<file path="src/rtl/instruction_byte_loader_if.sv">
// Handshake bundle between the prefetch queue, the byte loader and the
// execution sequencer. The master side is the loader itself: it drives the
// pop strobe and the assembled record, and it observes the queue head plus
// the flush/ack controls.
interface instruction_byte_loader_if #(
    parameter int LEN_WIDTH = 4
) ();
    // prefetch queue side
    logic [7:0]           prefetchTop;
    logic                 prefetchEmpty;
    logic                 advanceTop;
    // control
    logic                 flush;
    // execution sequencer side
    logic                 inst_valid;
    logic                 inst_ack;
    logic [7:0]           opcode;
    logic [7:0]           modrm;
    logic                 has_modrm;
    logic [15:0]          disp;
    logic [31:0]          imm;
    logic                 seg_ovr_valid;
    logic [1:0]           seg_ovr;
    logic [1:0]           rep;
    logic                 lock;
    logic [LEN_WIDTH-1:0] inst_len;

    modport master (
        input  prefetchTop, prefetchEmpty, flush, inst_ack,
        output advanceTop, inst_valid, opcode, modrm, has_modrm, disp, imm,
               seg_ovr_valid, seg_ovr, rep, lock, inst_len
    );

    modport slave (
        output prefetchTop, prefetchEmpty, flush, inst_ack,
        input  advanceTop, inst_valid, opcode, modrm, has_modrm, disp, imm,
               seg_ovr_valid, seg_ovr, rep, lock, inst_len
    );
endinterface

</file>
<file path="src/rtl/instruction_byte_loader.sv">
// 8088 instruction byte loader: pops bytes from the prefetch queue one at a
// time (at most one byte every two cycles), decodes prefixes, opcode, ModRM,
// displacement and immediate, and holds the finished record until the
// execution sequencer acknowledges it.
module instruction_byte_loader #(
    parameter int LEN_WIDTH = 4
) (
    input  logic                        CLKx4,
    input  logic                        RESET,
    instruction_byte_loader_if.master   bus
);

    typedef enum logic [2:0] {
        FETCH_OP = 3'd0,
        MODRM    = 3'd1,
        DISP_LO  = 3'd2,
        DISP_HI  = 3'd3,
        IMM      = 3'd4,
        WAIT_POP = 3'd5,
        DONE     = 3'd6
    } state_t;

    // Opcodes that are followed by a ModRM byte.
    function automatic logic needs_modrm(input logic [7:0] op);
        logic r;
        casez (op)
            8'b00??_?0??: r = 1'b1;   // ALU r/m forms in 00-3F
            8'b1000_????: r = 1'b1;   // 80-8F
            8'b1100_01??: r = 1'b1;   // C4-C7
            8'b1101_00??: r = 1'b1;   // D0-D3 shifts
            8'b1101_1???: r = 1'b1;   // D8-DF escape
            8'hF6, 8'hF7,
            8'hFE, 8'hFF: r = 1'b1;
            default:      r = 1'b0;
        endcase
        return r;
    endfunction

    // Number of immediate bytes; reg_f is ModRM[5:3] (only F6/F7 care).
    function automatic logic [2:0] imm_count(input logic [7:0] op,
                                             input logic [2:0] reg_f);
        logic [2:0] n;
        casez (op)
            8'h9A, 8'hEA: n = 3'd4;
            8'b00??_?101, 8'h81, 8'b1010_00??, 8'hA9, 8'b1011_1???,
            8'hC2, 8'hCA, 8'hE8, 8'hE9, 8'hC7: n = 3'd2;
            8'hF7: n = (reg_f == 3'b000) ? 3'd2 : 3'd0;
            8'b00??_?100, 8'h80, 8'h82, 8'h83, 8'b0111_????, 8'hA8,
            8'b1011_0???, 8'hCD, 8'hD4, 8'hD5, 8'b1110_0???, 8'hEB,
            8'hC6: n = 3'd1;
            8'hF6: n = (reg_f == 3'b000) ? 3'd1 : 3'd0;
            default: n = 3'd0;
        endcase
        return n;
    endfunction

    state_t               state_q, state_d;
    state_t               ret_q, ret_d;
    logic                 adv_q, adv_d;
    logic                 valid_q, valid_d;
    logic [7:0]           opcode_q, opcode_d;
    logic [7:0]           modrm_q, modrm_d;
    logic                 has_modrm_q, has_modrm_d;
    logic [15:0]          disp_q, disp_d;
    logic [31:0]          imm_q, imm_d;
    logic                 seg_valid_q, seg_valid_d;
    logic [1:0]           seg_q, seg_d;
    logic [1:0]           rep_q, rep_d;
    logic                 lock_q, lock_d;
    logic [LEN_WIDTH-1:0] len_q, len_d;
    logic                 disp_two_q, disp_two_d;  // displacement is 16-bit
    logic [2:0]           imm_rem_q, imm_rem_d;    // immediate bytes still to fetch
    logic [1:0]           imm_idx_q, imm_idx_d;    // next immediate byte lane

    logic [LEN_WIDTH-1:0] len_inc_s;
    logic [2:0]           cnt_s;
    logic [7:0]           top_s;

    assign top_s     = bus.prefetchTop;
    assign len_inc_s = (&len_q) ? len_q : len_q + LEN_WIDTH'(1);

    // Next-state and next-record computation for the fetch/decode sequence.
    always_comb begin
        state_d     = state_q;
        ret_d       = ret_q;
        adv_d       = 1'b0;
        valid_d     = valid_q;
        opcode_d    = opcode_q;
        modrm_d     = modrm_q;
        has_modrm_d = has_modrm_q;
        disp_d      = disp_q;
        imm_d       = imm_q;
        seg_valid_d = seg_valid_q;
        seg_d       = seg_q;
        rep_d       = rep_q;
        lock_d      = lock_q;
        len_d       = len_q;
        disp_two_d  = disp_two_q;
        imm_rem_d   = imm_rem_q;
        imm_idx_d   = imm_idx_q;
        cnt_s       = 3'd0;

        if (bus.flush || ((state_q == DONE) && bus.inst_ack)) begin
            // Flush beats everything, including a pop that would happen now.
            state_d     = FETCH_OP;
            ret_d       = FETCH_OP;
            valid_d     = 1'b0;
            opcode_d    = 8'h00;
            modrm_d     = 8'h00;
            has_modrm_d = 1'b0;
            disp_d      = 16'h0000;
            imm_d       = 32'h0000_0000;
            seg_valid_d = 1'b0;
            seg_d       = 2'b00;
            rep_d       = 2'b00;
            lock_d      = 1'b0;
            len_d       = '0;
            disp_two_d  = 1'b0;
            imm_rem_d   = 3'd0;
            imm_idx_d   = 2'd0;
        end else begin
            case (state_q)
                FETCH_OP: begin
                    if (!bus.prefetchEmpty) begin
                        adv_d   = 1'b1;
                        state_d = WAIT_POP;
                        len_d   = len_inc_s;
                        ret_d   = FETCH_OP;
                        case (top_s)
                            8'h26, 8'h2E, 8'h36, 8'h3E: begin
                                seg_valid_d = 1'b1;
                                seg_d       = top_s[4:3];
                            end
                            8'hF0:   lock_d = 1'b1;
                            8'hF2:   rep_d  = 2'b10;
                            8'hF3:   rep_d  = 2'b11;
                            default: begin
                                opcode_d = top_s;
                                cnt_s    = imm_count(top_s, 3'b000);
                                if (needs_modrm(top_s)) begin
                                    ret_d = MODRM;
                                end else if (cnt_s != 3'd0) begin
                                    ret_d     = IMM;
                                    imm_rem_d = cnt_s;
                                    imm_idx_d = 2'd0;
                                end else begin
                                    ret_d = DONE;
                                end
                            end
                        endcase
                    end else begin
                        state_d = FETCH_OP;
                    end
                end
                MODRM: begin
                    if (!bus.prefetchEmpty) begin
                        adv_d       = 1'b1;
                        state_d     = WAIT_POP;
                        len_d       = len_inc_s;
                        modrm_d     = top_s;
                        has_modrm_d = 1'b1;
                        cnt_s       = imm_count(opcode_q, top_s[5:3]);
                        imm_rem_d   = cnt_s;
                        imm_idx_d   = 2'd0;
                        case (top_s[7:6])
                            2'b00: begin
                                if (top_s[2:0] == 3'b110) begin
                                    disp_two_d = 1'b1;
                                    ret_d      = DISP_LO;
                                end else begin
                                    ret_d = (cnt_s != 3'd0) ? IMM : DONE;
                                end
                            end
                            2'b01: begin
                                disp_two_d = 1'b0;
                                ret_d      = DISP_LO;
                            end
                            2'b10: begin
                                disp_two_d = 1'b1;
                                ret_d      = DISP_LO;
                            end
                            default: ret_d = (cnt_s != 3'd0) ? IMM : DONE;
                        endcase
                    end else begin
                        state_d = MODRM;
                    end
                end
                DISP_LO: begin
                    if (!bus.prefetchEmpty) begin
                        adv_d   = 1'b1;
                        state_d = WAIT_POP;
                        len_d   = len_inc_s;
                        if (disp_two_q) begin
                            disp_d = {8'h00, top_s};
                            ret_d  = DISP_HI;
                        end else begin
                            disp_d = {{8{top_s[7]}}, top_s};
                            ret_d  = (imm_rem_q != 3'd0) ? IMM : DONE;
                        end
                    end else begin
                        state_d = DISP_LO;
                    end
                end
                DISP_HI: begin
                    if (!bus.prefetchEmpty) begin
                        adv_d   = 1'b1;
                        state_d = WAIT_POP;
                        len_d   = len_inc_s;
                        disp_d  = {top_s, disp_q[7:0]};
                        ret_d   = (imm_rem_q != 3'd0) ? IMM : DONE;
                    end else begin
                        state_d = DISP_HI;
                    end
                end
                IMM: begin
                    if (!bus.prefetchEmpty) begin
                        adv_d   = 1'b1;
                        state_d = WAIT_POP;
                        len_d   = len_inc_s;
                        imm_d[{imm_idx_q, 3'b000} +: 8] = top_s;
                        imm_idx_d = imm_idx_q + 2'd1;
                        imm_rem_d = imm_rem_q - 3'd1;
                        ret_d     = (imm_rem_q == 3'd1) ? DONE : IMM;
                    end else begin
                        state_d = IMM;
                    end
                end
                WAIT_POP: begin
                    // Queue head is settling after the pop; never pop here.
                    state_d = ret_q;
                    valid_d = (ret_q == DONE);
                end
                DONE: begin
                    state_d = DONE;
                end
                default: begin
                    state_d = FETCH_OP;
                    ret_d   = FETCH_OP;
                    valid_d = 1'b0;
                end
            endcase
        end
    end

    // State and record registers with synchronous reset.
    always_ff @(posedge CLKx4) begin
        if (RESET) begin
            state_q     <= FETCH_OP;
            ret_q       <= FETCH_OP;
            adv_q       <= 1'b0;
            valid_q     <= 1'b0;
            opcode_q    <= 8'h00;
            modrm_q     <= 8'h00;
            has_modrm_q <= 1'b0;
            disp_q      <= 16'h0000;
            imm_q       <= 32'h0000_0000;
            seg_valid_q <= 1'b0;
            seg_q       <= 2'b00;
            rep_q       <= 2'b00;
            lock_q      <= 1'b0;
            len_q       <= '0;
            disp_two_q  <= 1'b0;
            imm_rem_q   <= 3'd0;
            imm_idx_q   <= 2'd0;
        end else begin
            state_q     <= state_d;
            ret_q       <= ret_d;
            adv_q       <= adv_d;
            valid_q     <= valid_d;
            opcode_q    <= opcode_d;
            modrm_q     <= modrm_d;
            has_modrm_q <= has_modrm_d;
            disp_q      <= disp_d;
            imm_q       <= imm_d;
            seg_valid_q <= seg_valid_d;
            seg_q       <= seg_d;
            rep_q       <= rep_d;
            lock_q      <= lock_d;
            len_q       <= len_d;
            disp_two_q  <= disp_two_d;
            imm_rem_q   <= imm_rem_d;
            imm_idx_q   <= imm_idx_d;
        end
    end

    assign bus.advanceTop    = adv_q;
    assign bus.inst_valid    = valid_q;
    assign bus.opcode        = opcode_q;
    assign bus.modrm         = modrm_q;
    assign bus.has_modrm     = has_modrm_q;
    assign bus.disp          = disp_q;
    assign bus.imm           = imm_q;
    assign bus.seg_ovr_valid = seg_valid_q;
    assign bus.seg_ovr       = seg_q;
    assign bus.rep           = rep_q;
    assign bus.lock          = lock_q;
    assign bus.inst_len      = len_q;

endmodule

</file>
<file path="src/flat_wrapper.sv">
// flat-port wrapper written by rule: the top's interface ports become plain ports
module instruction_byte_loader_flat 
#(
    parameter int LEN_WIDTH = 4
)
  (CLKx4, RESET, bus_prefetchTop, bus_prefetchEmpty, bus_flush, bus_inst_ack, bus_advanceTop, bus_inst_valid, bus_opcode, bus_modrm, bus_has_modrm, bus_disp, bus_imm, bus_seg_ovr_valid, bus_seg_ovr, bus_rep, bus_lock, bus_inst_len);
  instruction_byte_loader_if #(.LEN_WIDTH(LEN_WIDTH)) bus_i ();
  input  logic CLKx4;
  input  logic RESET;
  input wire logic [$bits(bus_i.prefetchTop)-1:0] bus_prefetchTop;
  input wire logic [$bits(bus_i.prefetchEmpty)-1:0] bus_prefetchEmpty;
  input wire logic [$bits(bus_i.flush)-1:0] bus_flush;
  input wire logic [$bits(bus_i.inst_ack)-1:0] bus_inst_ack;
  output wire logic [$bits(bus_i.advanceTop)-1:0] bus_advanceTop;
  output wire logic [$bits(bus_i.inst_valid)-1:0] bus_inst_valid;
  output wire logic [$bits(bus_i.opcode)-1:0] bus_opcode;
  output wire logic [$bits(bus_i.modrm)-1:0] bus_modrm;
  output wire logic [$bits(bus_i.has_modrm)-1:0] bus_has_modrm;
  output wire logic [$bits(bus_i.disp)-1:0] bus_disp;
  output wire logic [$bits(bus_i.imm)-1:0] bus_imm;
  output wire logic [$bits(bus_i.seg_ovr_valid)-1:0] bus_seg_ovr_valid;
  output wire logic [$bits(bus_i.seg_ovr)-1:0] bus_seg_ovr;
  output wire logic [$bits(bus_i.rep)-1:0] bus_rep;
  output wire logic [$bits(bus_i.lock)-1:0] bus_lock;
  output wire logic [$bits(bus_i.inst_len)-1:0] bus_inst_len;
  assign bus_i.prefetchTop = bus_prefetchTop;
  assign bus_i.prefetchEmpty = bus_prefetchEmpty;
  assign bus_i.flush = bus_flush;
  assign bus_i.inst_ack = bus_inst_ack;
  assign bus_advanceTop = bus_i.advanceTop;
  assign bus_inst_valid = bus_i.inst_valid;
  assign bus_opcode = bus_i.opcode;
  assign bus_modrm = bus_i.modrm;
  assign bus_has_modrm = bus_i.has_modrm;
  assign bus_disp = bus_i.disp;
  assign bus_imm = bus_i.imm;
  assign bus_seg_ovr_valid = bus_i.seg_ovr_valid;
  assign bus_seg_ovr = bus_i.seg_ovr;
  assign bus_rep = bus_i.rep;
  assign bus_lock = bus_i.lock;
  assign bus_inst_len = bus_i.inst_len;
  instruction_byte_loader #(.LEN_WIDTH(LEN_WIDTH)) u_core (.CLKx4(CLKx4), .RESET(RESET), .bus(bus_i));
endmodule
</file>
<file path="config.mk">
export PLATFORM = sky130hd
export DESIGN_NAME = instruction_byte_loader_flat
export DESIGN_NICKNAME = d
export VERILOG_FILES = /design/src/rtl/instruction_byte_loader_if.sv /design/src/rtl/instruction_byte_loader.sv /design/src/flat_wrapper.sv
export SDC_FILE = /design/constraint.sdc
export NUM_CORES = 1
export LEC_CHECK = 0
export CAP_MARGIN = 20
export CORE_MARGIN = 1
export CORE_UTILIZATION = 30
export CTS_CLUSTER_SIZE = 16
export DETAILED_ROUTE_END_ITERATION = 10
export GPL_TIMING_DRIVEN = 1
export SETUP_SLACK_MARGIN = 0.02
export SLEW_MARGIN = 20
export SYNTH_ARGS = -nofsm -noshare
export SYNTH_HDL_FRONTEND = slang
export SYNTH_SLANG_ARGS = --single-unit
export TNS_END_PERCENT = 1
</file>
<file path="constraint.sdc">
create_clock -name CLKx4 -period 3.1 [get_ports CLKx4]
set_clock_uncertainty 0.1 [all_clocks]
set_input_delay 0.31 -clock CLKx4 [delete_from_list [all_inputs] [get_ports CLKx4]]
set_output_delay 0.31 -clock CLKx4 [all_outputs]
set_load 0.01 [all_outputs]
</file>
==> impl_results.md <==
* Status: finished clean
* Req. time, crit path at 3.23 ns
* Seq/Total Area, Yosys at a little under 40%
* DRT Wirelength at around 14,000 microns
* Max_cap viols at 0
* GRT Overall Usage at 18.4%
* Delay-heaviest family, CP: simple AND/OR/NAND/NOR gates
* Drt pass-1 iters at 4
* YS warnings at 0
* Placed inst area at 5630 sq um
* GRT overflow at 0
* R2R Path End: u_core.ret_q[1]
* Asr flop ratio synth at 0%
* Largest net degree at the start of global routing at 72
* Synth top area share at just under 40%
* Multi-input gate area at between 2000 and 2500 sq um
* Critical-path top delay cell: clkdlybuf4s50_1
* Critical path endpoint category: flop
* Critical path depth at 8
* Max FO, Critical Path at 12
* Post-Layout Cell Count at around 840
* Post-DP HPWL at a little under 10,000 microns
* CTS resizes at 0
* Die width at approximately 120 microns
* Antenna Diode Count at 0
* Syn avg cell area at just under 8 sq um
* Placed Cells at 825
* WS Path Type: in2reg
* Vias post-DR at 4,457
* Min-delay worst type: reg2reg
* Final slew viol count at 0
* Die Area at 15,500 sq um
* RD Place Congestion at 0.896
* Register area at 1780 sq um
* ANT nets after route at 0
* Post-Layout Inst Area at 5920 sq um
* Clock buffer depth at 2
* Setup bufs post-CTS at 0
* Hold depth at 2
* WHS at 0.349 ns
* Starting Density at 30.9%
* TritonCTS clock tree: done
* Number of global-route vias before repair at between 4,000 and 5,000
* DRT iter0 DRCs at 289
* Yosys reg bits at 89
* Fin crit period at 2.66 ns
* Maximum clock rate at 375 MHz
* Critical path data arrival time at 2.80 ns
* Syn_nets at 601
* Reg-to-Reg Start: u_core.state_q[0]
* Port bufs at a little under 90
* Top-count cell post-synth: nand2_1
* Number of synthesized flops with an enable pin at 0
* Slew @ Worst Pin at 0.873 ns
* Syn Inst Count at 575
* Worst R2R Setup Slack at around 0.57 ns
* Final Net Count at 678
* Proportion of layout cells with a drive suffix above 1 at 8.22%
* Clock sinks at approximately 90
* Cell Chain, Critical Path: clkdlybuf4s50_1 > ha_1 > or3b_2 > o22ai_1 > nor3_1 > nand3_1 > nor4_1 > or3_1
* Leak pwr at 0.00199 uW
* Clock-pin slew of the registers on the worst-case setup and hold paths at about 0.06 ns
* Post-Synthesis Cell Area at between 4000 and 5000 sq um
* Total CTS buffers at 9
* Synth area leaders: dfxtp_1 39%, nand2_1 9.0%, a21oi_1 8.3%
* Final hold vios at 0
* Power per cell area at 427 nW/um^2
* Bufs and invs on worst path at 1
* Tot Pwr at 2530 uW
* Tcrit/Tclk final at 85.9%
* Final setup TNS at 0 ns
* # hold bufs at CTS at 0
* Area leader, netlist: dfxtp_1
* Core area at 14,600 sq um
* RSZ-0062 raised after global routing: false
* Commonest cells in the synthesized netlist: 108 x nand2_1, 89 x dfxtp_1, 75 x a21oi_1
* # fillers at around 1,500
* I/O pin count at 90
* Root Buffer: clkbuf_16
* H-tree depth at 3
* Distinct cells, synth at between 70 and 80
* First-pass GRT wire length at ~23,000 microns
* Largest stage delay, worst path at 0.61 ns
* DR vias/cell at 5.30
* Worst R2R Path Depth at 6
* Hold_sp: u_core.bus.seg_ovr_valid
* Slew margin rel. at 41.7%
* Initial antenna violation count at 0
* DRC Markers at 0
* Worst-Skew Late Latency at 0.35 ns
* Worst setup path startpoint: bus_prefetchTop[7]
* Primary FF master, synth: dfxtp_1
* Die H at between 100 and 150 microns
* Rows at 44
* Synthesis-to-finish area growth at 31.3%
* Critical Path Start Type: primary input
* Routed WL per cell at 16.9 microns
* Final setup viols at 0
* Hold Path End: u_core.bus.seg_ovr_valid
* Maximum vdd drop at approximately 0.00027 V
layout make-up:
cell class,instances,share of cell area (%)
Sequential cell,89,30.1
Tap cell,184,3.89
Timing Repair Buffer,110,18.3
Clock inverter,5,0.929
Clock buffer,11,4.10
Multi-Input combinational cell,426,41.7
Inverter,16,1.01
sequential cells by signal (all words and copies together) (netlist names), 2 cells and up:
register,flops
u_core.bus.modrm,8
u_core.bus.imm,32
u_core.bus.disp,16
u_core.bus.rep,2
u_core.ret_q,3
u_core.imm_idx_q,2
u_core.bus.opcode,8
u_core.bus.seg_ovr,2
u_core.state_q,3
u_core.imm_rem_q,3
u_core.bus.inst_len,4
report_power, final:
| group | leakage, uW | switching [uW] | internal (uW) |
|---|---|---|---|
| clock | 0.000142 | 456 | 644 |
| combinational | 0.00113 | 158 | 101 |
| sequential | 0.000718 | 16.7 | 1160 |
per-stage QoR:
stage / setup slack [ns] / util, %
2_1_floorplan: 0.635 / -
3_5_place_dp: 0.134 / 38.6
3_3_place_gp: 0.193 / 38.6
5_1_grt: 0.300 / 40.6
6_report: 0.436 / 40.6
4_1_cts: 0.496 / 40.6
worst max path at each step:
stage | end
floorplan | u_core.imm_rem_q[0]
global placement | u_core.imm_rem_q[0]
detailed placement | u_core.imm_rem_q[0]
CTS | u_core.imm_rem_q[0]
global route | u_core.imm_idx_q[0]
finish | u_core.ret_q[1]
cells in the final DEF, fill, tap and decap left out, types with 3 or more instances in the layout:
| cell | count |
|---|---|
| a211oi_1 | 3 |
| a21oi_1 | 75 |
| a22o_1 | 3 |
| a32oi_1 | 4 |
| and3_1 | 7 |
| buf_12 | 3 |
| buf_4 | 18 |
| clkbuf_16 | 9 |
| clkdlybuf4s50_1 | 89 |
| dfxtp_1 | 89 |
| ha_1 | 13 |
| inv_1 | 15 |
| mux2i_1 | 7 |
| nand2_1 | 108 |
| nand2b_1 | 7 |
| nand3_1 | 53 |
| nand4_1 | 4 |
| nor2_1 | 25 |
| nor2b_1 | 6 |
| nor3_1 | 13 |
| nor3b_1 | 8 |
| nor4_1 | 7 |
| nor4b_1 | 4 |
| o21ai_0 | 13 |
| or3b_2 | 4 |
| xnor2_1 | 4 |
| xor2_1 | 4 |
per-layer routing:
| metal | part of all wire, % | GRT usage [%] | vias up |
|---|---|---|---|
| met3 | 4.7 | 4.04 | 13 |
| met4 | 1.6 | 6.09 | 0 |
| met5 | 0 | 0 | - |
| li1 | - | - | 2176 |
| met1 | 48 | 25.0 | 2136 |
| met2 | 46 | 28.8 | 132 |
cell families after synthesis:
kind of cell | after synthesis | synth area share, %
buffers and inverters | 60 | 5.85
adders and majority gates | 14 | 3.83
and+or+nand+nor | 268 | 29.8
muxes | 7 | 1.55
AOI/OAI and AO/OA | 129 | 18.0
DFF | 89 | 39.5
xor gates and xnor gates | 8 | 1.55
tightest hold or removal path, delay by kind of cell, from the launching register on:
kind | cells | cell delay (ns)
compound gates | 1 | 0.05
flops | 1 | 0.31
buf+inv | 1 | 0.05
Power figures use the tool's default switching activity.
